--- config.mk ---
export PLATFORM = sky130hd
export DESIGN_NAME = fpu_normalizer
export DESIGN_NICKNAME = d
export VERILOG_FILES = /design/src/rtl/fpu_normalizer.sv
export SDC_FILE = /design/constraint.sdc
export NUM_CORES = 1
export LEC_CHECK = 0
export BUFFER_PORTS_ARGS = -buffer_cell sky130_fd_sc_hd__buf_4
export CORE_MARGIN = 3
export CORE_UTILIZATION = 50
export CTS_CLUSTER_DIAMETER = 100
export DETAILED_ROUTE_END_ITERATION = 8
export GPL_TIMING_DRIVEN = 0
export PLACE_DENSITY = 0.7
export SKIP_LAST_GASP = 1
export SLEW_MARGIN = 20
export SYNTH_ARGS = -nofsm -noshare
export SYNTH_HDL_FRONTEND = slang
export SYNTH_SLANG_ARGS = --single-unit
--- constraint.sdc ---
create_clock -name clk -period 3.5 [get_ports clk]
set_input_delay 0.7 -clock clk [delete_from_list [all_inputs] [get_ports clk]]
set_output_delay 0.7 -clock clk [all_outputs]
set_load 0.005 [all_outputs]
--- src/rtl/fpu_normalizer.sv ---
// rtl/fpu_normalizer.sv - normalizes and rounds a raw adder sum into an IEEE-754 single result
// One operation in flight; NORM does one shift per cycle, ROUND does nearest-even.
`timescale 1ns/1ps
module fpu_normalizer (
  input  logic        clk,
  input  logic        reset,
  input  logic        in_valid,
  output logic        in_ready,
  input  logic        in_sign,
  input  logic [8:0]  in_exp,
  input  logic [26:0] in_man,
  output logic        out_valid,
  input  logic        out_ready,
  output logic [31:0] out_result
);

  typedef enum logic [1:0] {IDLE, NORM, ROUND, DONE} state_t;

  localparam logic [4:0] MAX_LEFT_SHIFTS = 5'd24;

  state_t      state, state_n;
  logic        sign_q, sign_n;
  logic [8:0]  exp_q, exp_n;
  logic [26:0] man_q, man_n;
  logic [31:0] result_q, result_n;
  logic [4:0]  shift_cnt, shift_cnt_n;

  logic        round_up;
  logic [23:0] frac_sum;
  logic [9:0]  exp_rounded;

  // man_q[1] is guard, man_q[0] sticky, man_q[2] the frac lsb
  always_comb begin
    round_up    = man_q[1] & (man_q[0] | man_q[2]);
    frac_sum    = {1'b0, man_q[24:2]} + {23'b0, round_up};
    exp_rounded = {1'b0, exp_q} + {9'b0, frac_sum[23]};
  end

  always_comb begin
    state_n     = state;
    sign_n      = sign_q;
    exp_n       = exp_q;
    man_n       = man_q;
    result_n    = result_q;
    shift_cnt_n = shift_cnt;
    in_ready    = 1'b0;
    out_valid   = 1'b0;
    case (state)
      IDLE: begin
        in_ready = 1'b1;
        if (in_valid) begin
          sign_n      = in_sign;
          exp_n       = in_exp;
          man_n       = in_man;
          shift_cnt_n = 5'd0;
          state_n     = NORM;
        end
      end
      NORM: begin
        if (man_q[26]) begin
          man_n   = {1'b0, man_q[26:2], man_q[1] | man_q[0]};
          exp_n   = exp_q + 9'd1;
          state_n = ROUND;
        end else if (man_q == 27'd0 || (exp_q == 9'd0 && !man_q[25])) begin
          result_n = {sign_q, 31'b0};
          state_n  = DONE;
        end else if (man_q[25]) begin
          state_n = ROUND;
        end else if (exp_q == 9'd1 || shift_cnt == MAX_LEFT_SHIFTS) begin
          // no denormals: underflow or exhausted shift budget flushes to zero
          result_n = {sign_q, 31'b0};
          state_n  = DONE;
        end else begin
          man_n       = man_q << 1;
          exp_n       = exp_q - 9'd1;
          shift_cnt_n = shift_cnt + 5'd1;
        end
      end
      ROUND: begin
        if (exp_rounded >= 10'd255) begin
          result_n = {sign_q, 8'hFF, 23'b0};
        end else begin
          result_n = {sign_q, exp_rounded[7:0], frac_sum[22:0]};
        end
        state_n = DONE;
      end
      DONE: begin
        out_valid = 1'b1;
        if (out_ready) begin
          state_n = IDLE;
        end
      end
      default: state_n = IDLE;
    endcase
  end

  always_ff @(posedge clk or posedge reset) begin
    if (reset) begin
      state     <= IDLE;
      sign_q    <= 1'b0;
      exp_q     <= 9'd0;
      man_q     <= 27'd0;
      result_q  <= 32'd0;
      shift_cnt <= 5'd0;
    end else begin
      state     <= state_n;
      sign_q    <= sign_n;
      exp_q     <= exp_n;
      man_q     <= man_n;
      result_q  <= result_n;
      shift_cnt <= shift_cnt_n;
    end
  end

  assign out_result = result_q;

endmodule
* Word-level counts from Yosys, hierarchy flattened
Cells that the tools add are included.
** Storage, ports and cells
- Flip-flop bits (word level) :: 76
- Output and inout port bits :: 34
- Word-level logic and storage cells :: 83
- Bits of input ports :: 41
** Operators by class
- Reduce and logical (&&, ||, !) cells :: 16
- Magnitude comparators :: 1
- Bitwise gates (word level) :: 3
- Add/subtract/negate cells :: 5
- Equal/unequal tests :: 17
- Muxes and demuxes :: 33
** Operators with widths (number)
- $mux W32 :: 4
- $mux W26 :: 4
- $pmux W32 S2 :: 1
- $pmux W27 S2 :: 1
- $mux W9 :: 5
- $mux W31 :: 1
- $logic_not A27 Y1 :: 1
- $mux W27 :: 1
- $mux W5 :: 5
- $add A23 B1 Y24 :: 1
- $pmux W9 S2 :: 1
- $ne A3 B3 Y1 const B :: 5
- $mux W2 :: 6
- $ne A2 B2 Y1 const B :: 6
- $add A9 B1 Y10 :: 1
- $ge A10 B8 Y1 const B :: 1
- $pmux W5 S2 :: 1
- $add A9 B1 Y9 const B :: 1
- $eq A9 B1 Y1 const B :: 1
- $logic_not A9 Y1 :: 1
- $sub A9 B1 Y9 const B :: 1
- $pmux W2 S4 :: 1
- $reduce_and A3 Y1 :: 2
- $reduce_and A6 Y1 :: 1
- 16 further kinds :: 22

* Logic depth before layout (Yosys ltp)
Gate-level depths: netlist (run 1).
- Word-level depth :: 7
- Gate-level depth with buffers :: 14
- Depth with buffers taken out :: 13

* Worst setup path before layout (run 1)
Ideal clock, no wire load.
- Path type :: flip-flop to flip-flop
- Start point :: reg man_q[9]
- End point :: reg result_q[10], in the netlist out_result[10]
- Clock period less this slack :: 3.081 ns
- Cell stages (with the launch flop) :: 15
- Path slack :: 0.419 ns
- Setup time :: 0.074 ns
- Arrival :: 3.007 ns
- Required time :: 3.426 ns
- Path buffers :: 2
- Cell sequence :: dfrtp_1 -> clkbuf_1 -> nand4_1 -> nor4_2 -> nand3_1 -> nor2_1 -> ha_1 -> ha_1 -> nand3_1 -> o21a_1 -> o2111ai_1 -> nand2_1 -> or3_4 -> buf_6 -> o21ai_2
** On the way
- Longest elaborated chain between the ends :: 5
- Elaborated cells on any way between the ends :: 12
- Those cells by class :: add/sub: 2; order compare: 1; eq/ne: 2; mux: 4; reduce/logical: 3
** Ends and longest elaborated chain
- start: declaration :: RTL line 24 : logic [26:0] man_q, man_n;
- start signal: assignment :: RTL line 109 : man_q <= man_n;
- $add A23 B1 Y24 / $logic_not A27 Y1 (equally long branches) :: RTL line 35, 64
- $add A9 B1 Y10 / $logic_or A1 B1 Y1 (equally long branches) :: RTL line 36, 64
- $ge A10 B8 Y1 / $mux W32 (equally long branches) :: RTL line 80, 64
- $mux W31 / $mux W32 (equally long branches) :: RTL line 80, 60
- $pmux W32 S2 :: RTL line 48 : case (state)
- end signal: assignment :: RTL line 110 : result_q <= result_n;
- end: declaration :: RTL line 25 : logic [31:0] result_q, result_n;
Parallel ways exist; a longest one is shown, timed or not. The select of a mux whose other input is x is not followed.
A chain may end at the register's enable or synchronous reset.

* Worst setup path in the final report (run 1)
- Start point :: reg man_q[1]
- End point :: reg result_q[3], in the netlist out_result[3]
** On the way
- Longest elaborated chain between the ends :: 6
- Elaborated cells on any way between the ends :: 13
- Those cells by class :: add/sub: 2; order compare: 1; eq/ne: 2; mux: 4; bitwise: 1; reduce/logical: 3
** Ends and longest elaborated chain
- $and A1 B1 Y1 :: RTL line 34 : round_up = man_q[1] & (man_q[0] | man_q[2]);
- $add A23 B1 Y24 :: RTL line 35 : frac_sum = {1'b0, man_q[24:2]} + {23'b0, round_up};
- $add A9 B1 Y10 :: RTL line 36 : exp_rounded = {1'b0, exp_q} + {9'b0, frac_sum[23]};
- $ge A10 B8 Y1 :: RTL line 80 : if (exp_rounded >= 10'd255) begin
- $mux W31 :: RTL line 80
- $pmux W32 S2 :: RTL line 48
Parallel ways exist; a longest one is shown, timed or not. The select of a mux whose other input is x is not followed.

==> insert_results.sql, run 1 <==
INSERT INTO impl_metrics (metric_group, metric, value, unit) VALUES
('status', 'run_status', 'finished clean', ''),
('sta', 'timing.max_slew.rel_slack', '52.3', '%'),
('sta', 'worst_clock_skew', '0.0140', 'ns'),
('layout', 'postLayoutCellArea', '5570', 'um2'),
('route', 'routed-via-count', '4259', ''),
('critical_path', 'cp-startpoint', 'man_q[1]', ''),
('critical_path', 'cpMaxStageDelayCell', 'dfrtp_2', ''),
('critical_path', 'worstReg2RegStart', 'man_q[1]', ''),
('logic_synthesis', 'synth.ff_latch_count', '76', ''),
('run', 'maxCapViolCount', '0', ''),
('route', 'wl_met1', '5.43', 'mm'),
('critical_path', 'cp-endpoint', 'out_result[3]', ''),
('layout', 'post_layout_nets', '663', ''),
('critical_path', 'reg2reg_to', 'out_result[3]', ''),
('critical_path', 'timing.critical_path.to_type', 'flip-flop', ''),
('pwr', 'power.density', '880', 'nW/um2'),
('global_route', 'global_route_wire_length_before_repair', '19.6', 'mm'),
('die', 'die_h', '102', 'um'),
('global_route', 'grt_start_max_net_pins', '51', ''),
('die', 'fp.dieArea', '10400', 'um2'),
('die', 'row_count', '34', ''),
('clocking', 'clock_network_latency_to_the_later_pin_of_the_worst_skew_pair', '0.36', 'ns'),
('placement', 'dp.final_hpwl', '8.87', 'mm'),
('route', 'met2_length', '5.60', 'mm'),
('critical_path', 'crit_path_start_kind', 'flip-flop', ''),
('placement', 'pre_cts_ws', '-0.178', 'ns'),
('critical_path', 'cp.required', '3.79', 'ns'),
('critical_path', 'critical_path_arrival', '3.52', 'ns'),
('placement', 'port-buffer-count', '74', ''),
('route', 'route.final.wire_length', '12.0', 'mm'),
('route', 'drtAntennaViolNets', '0', ''),
('route', 'routed_wire_length_per_instance', '16.6', 'um'),
('route', 'highest_layer', 'met4', ''),
('global_route', 'number_of_antenna_violations_at_the_first_check_in_global_routing', '0', ''),
('critical_path', 'crit_family', 'simple AND/OR/NAND/NOR gates', ''),
('logic_synthesis', 'yosys.cell_count.top_type', 'dfrtp_1', ''),
('logic_synthesis', 'synth-edff-count', '0', ''),
('sta', 'rsz0062_at_grt', 'no', ''),
('layout', 'seqCellArea', '1910', 'um2'),
('critical_path', 'critical_path_peak_fanout', '10', ''),
('sta', 'finalHoldViolCount', '0', ''),
('route', 'vias_per_inst', '5.90', ''),
('clocking', 'tritoncts', 'done', ''),
('sta', 'finalWorstPathRequiredPeriod', '3.23', 'ns'),
('pwr', 'worst_ir_drop_vdd', '426', 'uV'),
('placement', 'gp_congestion', '0.908', ''),
('global_route', 'grt_use_total', '23.9', '%'),
('die', 'io-pin-count', '75', ''),
('logic_synthesis', 'postSynth.asyncResetShare', '100', '%'),
('logic_synthesis', 'postSynthCellCount', '526', ''),
('logic_synthesis', 'yosysWarnings', '0', ''),
('route', 'detail_route.iter0.violations', '219', ''),
('sta', 'post-route-worst-setup-slack', '0.266', 'ns'),
('logic_synthesis', 'yosysTopAreaCell', 'dfrtp_1', ''),
('layout', 'area_growth_syn_to_layout', '20.4', '%'),
('layout', 'drive_gt1_share', '23.3', '%'),
('route', 'drt-pass1-iter-count', '5', ''),
('route', 'route.detailed.drc', '0', ''),
('route', 'wl_met3', '749', 'um'),
('critical_path', 'timing_worst_setup_path_type', 'flip-flop to flip-flop', ''),
('logic_synthesis', 'synth_sequential_area_ratio', '41.1', '%'),
('die', 'initial_utilization', '52.2', '%'),
('logic_synthesis', 'synth.top_cell.area_share', '41.1', '%'),
('layout', 'antenna_cells', '0', ''),
('global_route', 'grt_overflow', '0', ''),
('logic_synthesis', 'postSynth.topFlopCell', 'dfrtp_1', ''),
('critical_path', 'timing.critical_path.buf_inv', '1', ''),
('logic_synthesis', 'synth_top_cells_by_count', '76 x dfrtp_1, 60 x nand2_1, 43 x nor2_1, 42 x a21oi_1, 28 x and3_1', ''),
('clocking', 'clkSinkCount', '76', ''),
('critical_path', 'rrSetupSlack', '0.27', 'ns'),
('clocking', 'deepest_clock_path_buffer_count', '2', '');
[worst register-to-register path, cell delays in order (launching register included)]
cell	delay, ns
dfrtp_2	0.43
and2_1	0.21
nand2_1	0.14
nor4_4	0.34
nand3_1	0.12
nor2_1	0.16
ha_1	0.20
ha_1	0.21
nand3_1	0.18
o21a_1	0.23
o2111ai_1	0.19
nand2_1	0.07
or3_4	0.39
buf_6	0.18
o21ai_2	0.13
[layer usage]
layer | vias up | global-route usage (%)
met5 | - | 0
met3 | 19 | 3.55
met4 | 0 | 9.28
li1 | 2069 | -
met1 | 2012 | 33.4
met2 | 159 | 37.5
[cell usage in the layout, fill, tap and decap left out, drive strengths merged, types with 2 or more instances in the layout]
cell type / instances
a21oi: 42
a221oi: 24
and2: 3
and3: 28
buf: 91
bufinv: 2
clkbuf: 34
clkinv: 3
dfrtp: 76
ha: 12
inv: 13
mux2: 4
nand2: 60
nand2b: 2
nand3: 28
nand4: 10
nand4b: 2
nor2: 44
nor2b: 3
nor3: 9
nor4: 10
o211ai: 2
o21ai: 52
o22ai: 3
o31ai: 5
or2: 2
or3: 4
xnor2: 10
xor2: 18
[power breakdown]
group	internal, mW	switching, mW
combinational	1.02	1.46
clock	0.399	0.342
sequential	1.29	0.396
[area by class of cell]
type                       count  share of cell area, %
clock inverter                 6                   1.62
clock buffer                   9                   2.23
multi-input combinational    394                   44.5
tap                          108                   2.43
timing repair buffer          76                   10.6
buffer                        40                   3.44
inverter                      13                  0.922
sequential                    76                   34.3
[cell families after synthesis]
| family | share of synthesized area [%] |
|---|---|
| AND/OR/NAND/NOR | 23.0 |
| AO/OA/AOI/OAI | 20.7 |
| multiplexers | 1.19 |
| XOR/XNOR | 5.31 |
| buffers and inverters | 5.44 |
| adder cells (fa/ha/maj) | 3.25 |
| flip-flops | 41.1 |
[state kept, by name (all words and copies together), names as in the netlist]
signal,flops
state,2
out_result,32
exp_q,9
man_q,27
sign_q,1
shift_cnt,5
[per-stage QoR]
stage / TNS, ns / hold slack, ns / total power, mW / std cells / utilization, %
CTS: 0 / 0.321 / 4.90 / 725 / 63.0
finish: 0 / 0.318 / 4.90 / 722 / 62.9
floorplan: 0 / 0.452 / 3.30 / 526 / -
detailed placement: -3.36 / 0.468 / 4.14 / 709 / 60.4
global route: 0 / 0.350 / 5.29 / 722 / 62.9
global placement: -8.73 / 0.463 / 4.05 / 708 / 60.0
[how the worst min path moves through the flow]
stage / from / slack, ns / end / cells after the start
after floorplan: sign_q / 0.45 / out_result[31] / 1
after CTS: reset / 0.32 / out_result[13] / 2
final: reset / 0.32 / out_result[13] / 2
after global placement: sign_q / 0.46 / out_result[31] / 1
after detailed placement: out_result[10] / 0.47 / out_result[10] / 2
after global routing: reset / 0.35 / out_result[13] / 2
[timing repair]
item | CTS | global route
setup endpoints to repair | 23 | 23
gates resized for setup | 1 | 4
setup buffers | 1 | 0
pin swaps | 1 | 0
Note: power is estimated with default switching activity, not from simulation.
==> run 2: changes to the inputs <==
- SETUP_SLACK_MARGIN: default -> 0.3
==> run 2 against run 1 <==
Effect of this change: clock power about the same; routed wire length rose by 3.0%; via count rose by 1.8%; combinational power is 7% higher; cell area rose by 4.3%; first-iteration DRC count down 2.3%; global-route usage about the same; die area unchanged; largest cell class unchanged; largest power group unchanged.
==> insert_results.sql, run 2 (synthesis gave the netlist of run 1 again) <==
INSERT INTO impl_metrics (metric_group, metric, value, unit) VALUES
('critical_path', 'worstReg2RegStart', 'man_q[9]', ''),
('pwr', 'power.density', '868', 'nW/um2'),
('clocking', 'tritoncts.num_buffers', '9', ''),
('critical_path', 'cp-startpoint', 'man_q[9]', ''),
('sta', 'hold_ws', '0.318', 'ns'),
('die', 'fp.dieW', '102', 'um'),
('sta', 'period_share', '89.1', '%'),
('die', 'die_h', '102', 'um'),
('worst_hold_path', 'hold_path.class', 'input pin to asynchronous set/reset pin', ''),
('sta', 'finalHoldViolCount', '0', ''),
('placement', 'dpl_cell_area', '5340', 'um2'),
('global_route', 'grt_use_total', '23.9', '%'),
('critical_path', 'timing.critical_path.to_type', 'flip-flop', ''),
('pwr', 'fin_total_pwr', '5.04', 'mW'),
('clocking', 'htree_num_levels', '3', ''),
('route', 'drtAntennaViolNets', '0', ''),
('sta', 'finalMaxSlewViolations', '0', ''),
('global_route', 'grt_start_max_net_pins', '51', ''),
('die', 'row_count', '34', ''),
('global_route', 'via_count_of_the_first_global_routing_pass', '4037', ''),
('sta', 'worst_slew_pin_slew', '0.747', 'ns'),
('global_route', 'global_route_wire_length_before_repair', '19.6', 'mm'),
('route', 'routed_wire_length_per_instance', '16.7', 'um'),
('critical_path', 'rrSetupSlack', '0.38', 'ns'),
('route', 'drt-pass1-iter-count', '4', ''),
('clocking', 'clk_pin_slew', '0.09', 'ns'),
('die', 'fp.coreArea', '8850', 'um2'),
('sta', 'fin_tns_setup', '0', 'ns'),
('critical_path', 'cp-endpoint', 'out_result[14]', ''),
('critical_path', 'critical_path_peak_fanout', '8', ''),
('die', 'initial_utilization', '52.2', '%'),
('critical_path', 'timing_worst_setup_path_type', 'flip-flop to flip-flop', ''),
('layout', 'post_layout_nets', '682', ''),
('sta', 'rsz0062_at_grt', 'yes', ''),
('clocking', 'tritoncts', 'done', ''),
('placement', 'port-buffer-count', '74', ''),
('global_route', 'grt_overflow', '0', ''),
('die', 'io-pin-count', '75', ''),
('layout', 'postLayoutCellArea', '5800', 'um2'),
('route', 'route.final.wire_length', '12.4', 'mm'),
('layout', 'layout.cells.most_common_list', '89 x buf_4, 73 x dfrtp_1, 60 x nand2_1', ''),
('route', 'vias_per_inst', '5.85', ''),
('pwr', 'worst_ir_drop_vdd', '431', 'uV'),
('sta', 'finalWorstPathRequiredPeriod', '3.12', 'ns'),
('layout', 'final_common_cell', 'buf_4', ''),
('critical_path', 'crit_family', 'simple AND/OR/NAND/NOR gates', ''),
('critical_path', 'timing.critical_path.buf_inv', '2', ''),
('clocking', 'ctsHoldBuffers', '0', ''),
('critical_path', 'critical_path_arrival', '3.41', 'ns'),
('placement', 'dp.final_hpwl', '8.87', 'mm'),
('clocking', 'clkSinkCount', '76', ''),
('route', 'routed-via-count', '4337', ''),
('critical_path', 'crit_chain', 'buf_6 -> nand4_1 -> nor4_4 -> nand3_1 -> nor2_2 -> ha_2 -> ha_4 -> nand3_4 -> o21a_1 -> o2111ai_1 -> nand2_1 -> or3_4 -> clkbuf_16 -> o21ai_2', ''),
('sta', 'finalSetupViolCount', '0', ''),
('critical_path', 'r2r.worst_path.cells', '14', ''),
('route', 'detail_route.iter0.violations', '214', ''),
('clocking', 'clock_network_latency_to_the_later_pin_of_the_worst_skew_pair', '0.36', 'ns'),
('sta', 'timing.max_slew.rel_slack', '49.8', '%'),
('critical_path', 'slowest_delay', '0.49', 'ns'),
('critical_path', 'cpMaxStageDelayCell', 'or3_4', ''),
('clocking', 'cts-root-buf', 'clkbuf_8', ''),
('layout', 'flip_flop_count_of_the_largest_register_all_copies_and_words_added', '32', ''),
('critical_path', 'reg2reg_to', 'out_result[14]', ''),
('critical_path', 'crit_path_start_kind', 'flip-flop', ''),
('clocking', 'deepest_clock_path_buffer_count', '2', ''),
('status', 'run_status', 'finished clean', ''),
('die', 'fp.dieArea', '10400', 'um2'),
('critical_path', 'cp.required', '3.79', 'ns'),
('route', 'route.detailed.drc', '0', ''),
('sta', 'worst_clock_skew', '0.0129', 'ns'),
('placement', 'gp_congestion', '0.908', ''),
('pwr', 'total_leakage_power', '2.57', 'nW'),
('layout', 'drive_gt1_share', '26.5', '%'),
('sta', 'post-route-worst-setup-slack', '0.383', 'ns'),
('layout', 'antenna_cells', '0', ''),
('sta', 'fmax', '321', 'MHz'),
('placement', 'pre_cts_ws', '-0.178', 'ns'),
('layout', 'area_growth_syn_to_layout', '25.6', '%'),
('critical_path', 'worstSetupPathDepth', '14', ''),
('run', 'maxCapViolCount', '0', ''),
('global_route', 'number_of_antenna_violations_at_the_first_check_in_global_routing', '0', '');
## run 2: cell types whose count changed in the layout (fill, tap and decap cells not counted), moves of 2 or more
cell,before,now
buf_12,0,2
buf_4,75,89
clkbuf_16,0,2
clkbuf_2,0,2
ha_1,12,10
nand3_1,27,25
## run 2: worst register-to-register path, cell delays in order (launching register included)
cell	delay, ns
dfrtp_1	0.35
buf_6	0.13
nand4_1	0.17
nor4_4	0.40
nand3_1	0.14
nor2_2	0.12
ha_2	0.21
ha_4	0.16
nand3_4	0.09
o21a_1	0.22
o2111ai_1	0.19
nand2_1	0.08
or3_4	0.49
clkbuf_16	0.20
o21ai_2	0.12
## run 2: worst min-delay path by stage
stage / from / end / slack (ns)
final: reset / out_result[13] / 0.32
after global routing: reset / out_result[13] / 0.35
after CTS: reset / out_result[13] / 0.32
after detailed placement: out_result[10] / out_result[10] / 0.47
after global placement: sign_q / out_result[31] / 0.46
after floorplan: sign_q / out_result[31] / 0.45
## run 2: layout make-up
| type | count | area (um2) |
|---|---|---|
| repair buffers | 92 | 746 |
| clock buffers | 9 | 124 |
| multi-input cells | 394 | 2510 |
| clock inverters | 6 | 90.1 |
| well taps | 108 | 135 |
| fillers | 764 | 3040 |
| flip-flops and latches | 76 | 1910 |
| inverters | 13 | 51.3 |
| plain buffers | 43 | 238 |
## run 2: through the flow
stage               instances  utilization, %
CTS                       726            63.2
detailed placement        709            60.4
floorplan                 526               -
global route              741            65.6
finish                    741            65.6
global placement          708            60.0
## run 2: timing repair
item	4_1_cts	5_1_grt
endpoints found under the setup margin	31	23
pin swaps	2	18
cloned	0	2
gates resized for setup	7	21
buffers inserted	2	13
## run 2: routing by layer
metal  wire length [um]  vias up  global-route usage (%)
met4                220        0                    9.28
li1                   -     2101                       -
met3                637       18                    3.55
met5                  0        -                       0
met2               5880      141                    37.5
met1               5620     2077                    33.4
## run 2: where the power goes
| part | switching, mW | internal (mW) | total, mW |
|---|---|---|---|
| registers | 0.362 | 1.28 | 1.65 |
| logic | 1.53 | 1.12 | 2.65 |
| clock network | 0.344 | 0.399 | 0.742 |
| total | 2.24 | 2.80 | 5.04 |
==> run 3: changes to the inputs <==
- ABC_CLOCK_PERIOD_IN_PS: default -> 3500
- PLACE_DENSITY: 0.7 -> default
- PLACE_DENSITY_LB_ADDON: default -> 0.05
- TNS_END_PERCENT: default -> 10
==> run 3 against run 2 <==
Effect of this change: setup slack better by 0.019 ns; sequential share of layout area rose by 0.55 points; die area unchanged; clock power grew 2%; clock skew is essentially flat; largest power group unchanged; highest routed layer unchanged.
==> insert_results.sql, run 3 (synthesis gave the netlist of run 1 again) <==
INSERT INTO impl_metrics (metric_group, metric, value, unit) VALUES
('placement', 'pre_cts_ws', '-0.198', 'ns'),
('global_route', 'number_of_antenna_violations_at_the_first_check_in_global_routing', '0', ''),
('die', 'fp.dieArea', '10400', 'um2'),
('critical_path', 'critical_path_peak_fanout', '10', ''),
('critical_path', 'crit_path_start_kind', 'flip-flop', ''),
('placement', 'gp_congestion', '0.917', ''),
('layout', 'drive_gt1_share', '25.4', '%'),
('sta', 'fmax', '323', 'MHz'),
('placement', 'dp.final_hpwl', '8.80', 'mm'),
('critical_path', 'timing_worst_setup_path_type', 'flip-flop to flip-flop', ''),
('placement', 'port-buffer-count', '74', ''),
('sta', 'worst_slew_pin_slew', '0.728', 'ns'),
('global_route', 'via_count_of_the_first_global_routing_pass', '4109', ''),
('sta', 'post-route-worst-setup-slack', '0.402', 'ns'),
('sta', 'hold_ws', '0.338', 'ns'),
('pwr', 'worst_ir_drop_vdd', '417', 'uV'),
('sta', 'finalWorstPathRequiredPeriod', '3.10', 'ns'),
('sta', 'rsz0062_at_grt', 'no', ''),
('layout', 'flip_flop_count_of_the_largest_register_all_copies_and_words_added', '32', ''),
('critical_path', 'cp.required', '3.78', 'ns'),
('layout', 'final_common_cell', 'buf_4', ''),
('route', 'route.detailed.drc', '0', ''),
('placement', 'dpl_cell_area', '5340', 'um2'),
('run', 'maxCapViolCount', '0', ''),
('die', 'fp.dieW', '102', 'um'),
('critical_path', 'cp-startpoint', 'man_q[5]', ''),
('sta', 'finalMaxSlewViolations', '0', ''),
('clocking', 'clk_pin_slew', '0.09', 'ns'),
('global_route', 'grt_overflow', '0', ''),
('pwr', 'fin_total_pwr', '5.03', 'mW'),
('route', 'routed-via-count', '4323', ''),
('clocking', 'clkSinkCount', '76', ''),
('layout', 'layout.cells.most_common_list', '82 x buf_4, 74 x dfrtp_1, 59 x nand2_1', ''),
('die', 'io-pin-count', '75', ''),
('clocking', 'tritoncts', 'done', ''),
('layout', 'area_growth_syn_to_layout', '23.4', '%'),
('layout', 'antenna_cells', '0', ''),
('layout', 'nFillCells', '764', ''),
('global_route', 'grt_start_max_net_pins', '47', ''),
('clocking', 'htree_num_levels', '3', ''),
('die', 'initial_utilization', '52.2', '%'),
('die', 'fp.coreArea', '8850', 'um2'),
('sta', 'worst_clock_skew', '0.0129', 'ns'),
('layout', 'post_layout_nets', '673', ''),
('sta', 'period_share', '88.5', '%'),
('route', 'drt-pass1-iter-count', '5', ''),
('critical_path', 'critical_path_arrival', '3.38', 'ns'),
('critical_path', 'timing.critical_path.to_type', 'flip-flop', ''),
('clocking', 'deepest_clock_path_buffer_count', '2', ''),
('layout', 'postLayoutCellArea', '5710', 'um2'),
('die', 'die_h', '102', 'um'),
('clocking', 'tritoncts.num_buffers', '9', ''),
('critical_path', 'worstReg2RegStart', 'man_q[5]', ''),
('route', 'route.final.wire_length', '12.2', 'mm'),
('pwr', 'total_leakage_power', '2.50', 'nW'),
('clocking', 'ctsHoldBuffers', '0', ''),
('pwr', 'power.density', '882', 'nW/um2'),
('route', 'vias_per_inst', '5.90', ''),
('die', 'row_count', '34', ''),
('sta', 'finalSetupViolCount', '0', ''),
('clocking', 'clock_network_latency_to_the_later_pin_of_the_worst_skew_pair', '0.36', 'ns'),
('global_route', 'global_route_wire_length_before_repair', '20.1', 'mm'),
('clocking', 'cts-root-buf', 'clkbuf_8', ''),
('global_route', 'grt_use_total', '24.4', '%'),
('worst_hold_path', 'hold_path.class', 'input pin to asynchronous set/reset pin', ''),
('sta', 'timing.max_slew.rel_slack', '51.3', '%'),
('route', 'routed_wire_length_per_instance', '16.7', 'um'),
('sta', 'finalHoldViolCount', '0', ''),
('route', 'drtAntennaViolNets', '0', ''),
('status', 'run_status', 'finished clean', ''),
('route', 'detail_route.iter0.violations', '248', '');
[run 3: power by group]
part           leakage, nW  switching [mW]  internal (mW)
Combinational         1.46            1.53           1.10
Clock                0.104           0.347          0.406
Sequential           0.941           0.370           1.28
Total                 2.50            2.25           2.78
[run 3: worst paths after layout]
check	depth (start not counted)	slack, ns	to
max	15	0.40	out_result[3]
min	2	0.34	out_result[15]
max reg2reg	15	0.40	out_result[3]
min reg2reg	2	0.48	out_result[19]
max in group asynchronous	3	2.58	man_q[1]
min in group clk	2	0.48	out_result[19]
[run 3: metal layers]
layer,share of wire [%],vias up,track usage [%]
met5,0,-,0
met4,2.1,0,10.4
met3,6.1,23,3.89
met2,47,158,37.4
met1,45,2052,34.4
li1,-,2090,-
[run 3: repair_timing]
action / 4_1_cts / 5_1_grt
pin swaps: 2 / 3
setup buffers: 4 / 4
cloned: 0 / 0
resized for setup: 10 / 18
endpoints found under the setup margin: 31 / 23
[run 3: per-stage QoR]
step / instances / utilization, % / TNS (ns)
after global routing: 733 / 64.5 / 0
after detailed placement: 709 / 60.4 / -3.69
after CTS: 729 / 63.5 / 0
after global placement: 708 / 60.0 / -10.27
after floorplan: 526 / - / 0
final: 733 / 64.5 / 0
[run 3: final cells by class]
cell class	count	area (um2)	share of cell area, %
Buffer	43	230	4.04
Clock buffer	11	131	2.30
Clock inverter	5	85.1	1.49
Inverter	13	51.3	0.899
Multi-Input combinational cell	394	2520	44.2
Sequential cell	76	1900	33.4
Tap cell	108	135	2.37
Timing Repair Buffer	83	647	11.3
[run 3: worst max-delay path, stage by stage, from the launching register on]
cell and delay [ns]:
dfrtp_1 0.36, buf_6 0.14, nand3_4 0.11, nor4_4 0.31, buf_6 0.16, nand3_1 0.07
nor2_1 0.13, ha_2 0.22, ha_4 0.16, nand3_2 0.12, o21a_1 0.21, o2111ai_1 0.20
nand2_1 0.08, or3_4 0.44, buf_12 0.17, o21ai_2 0.13
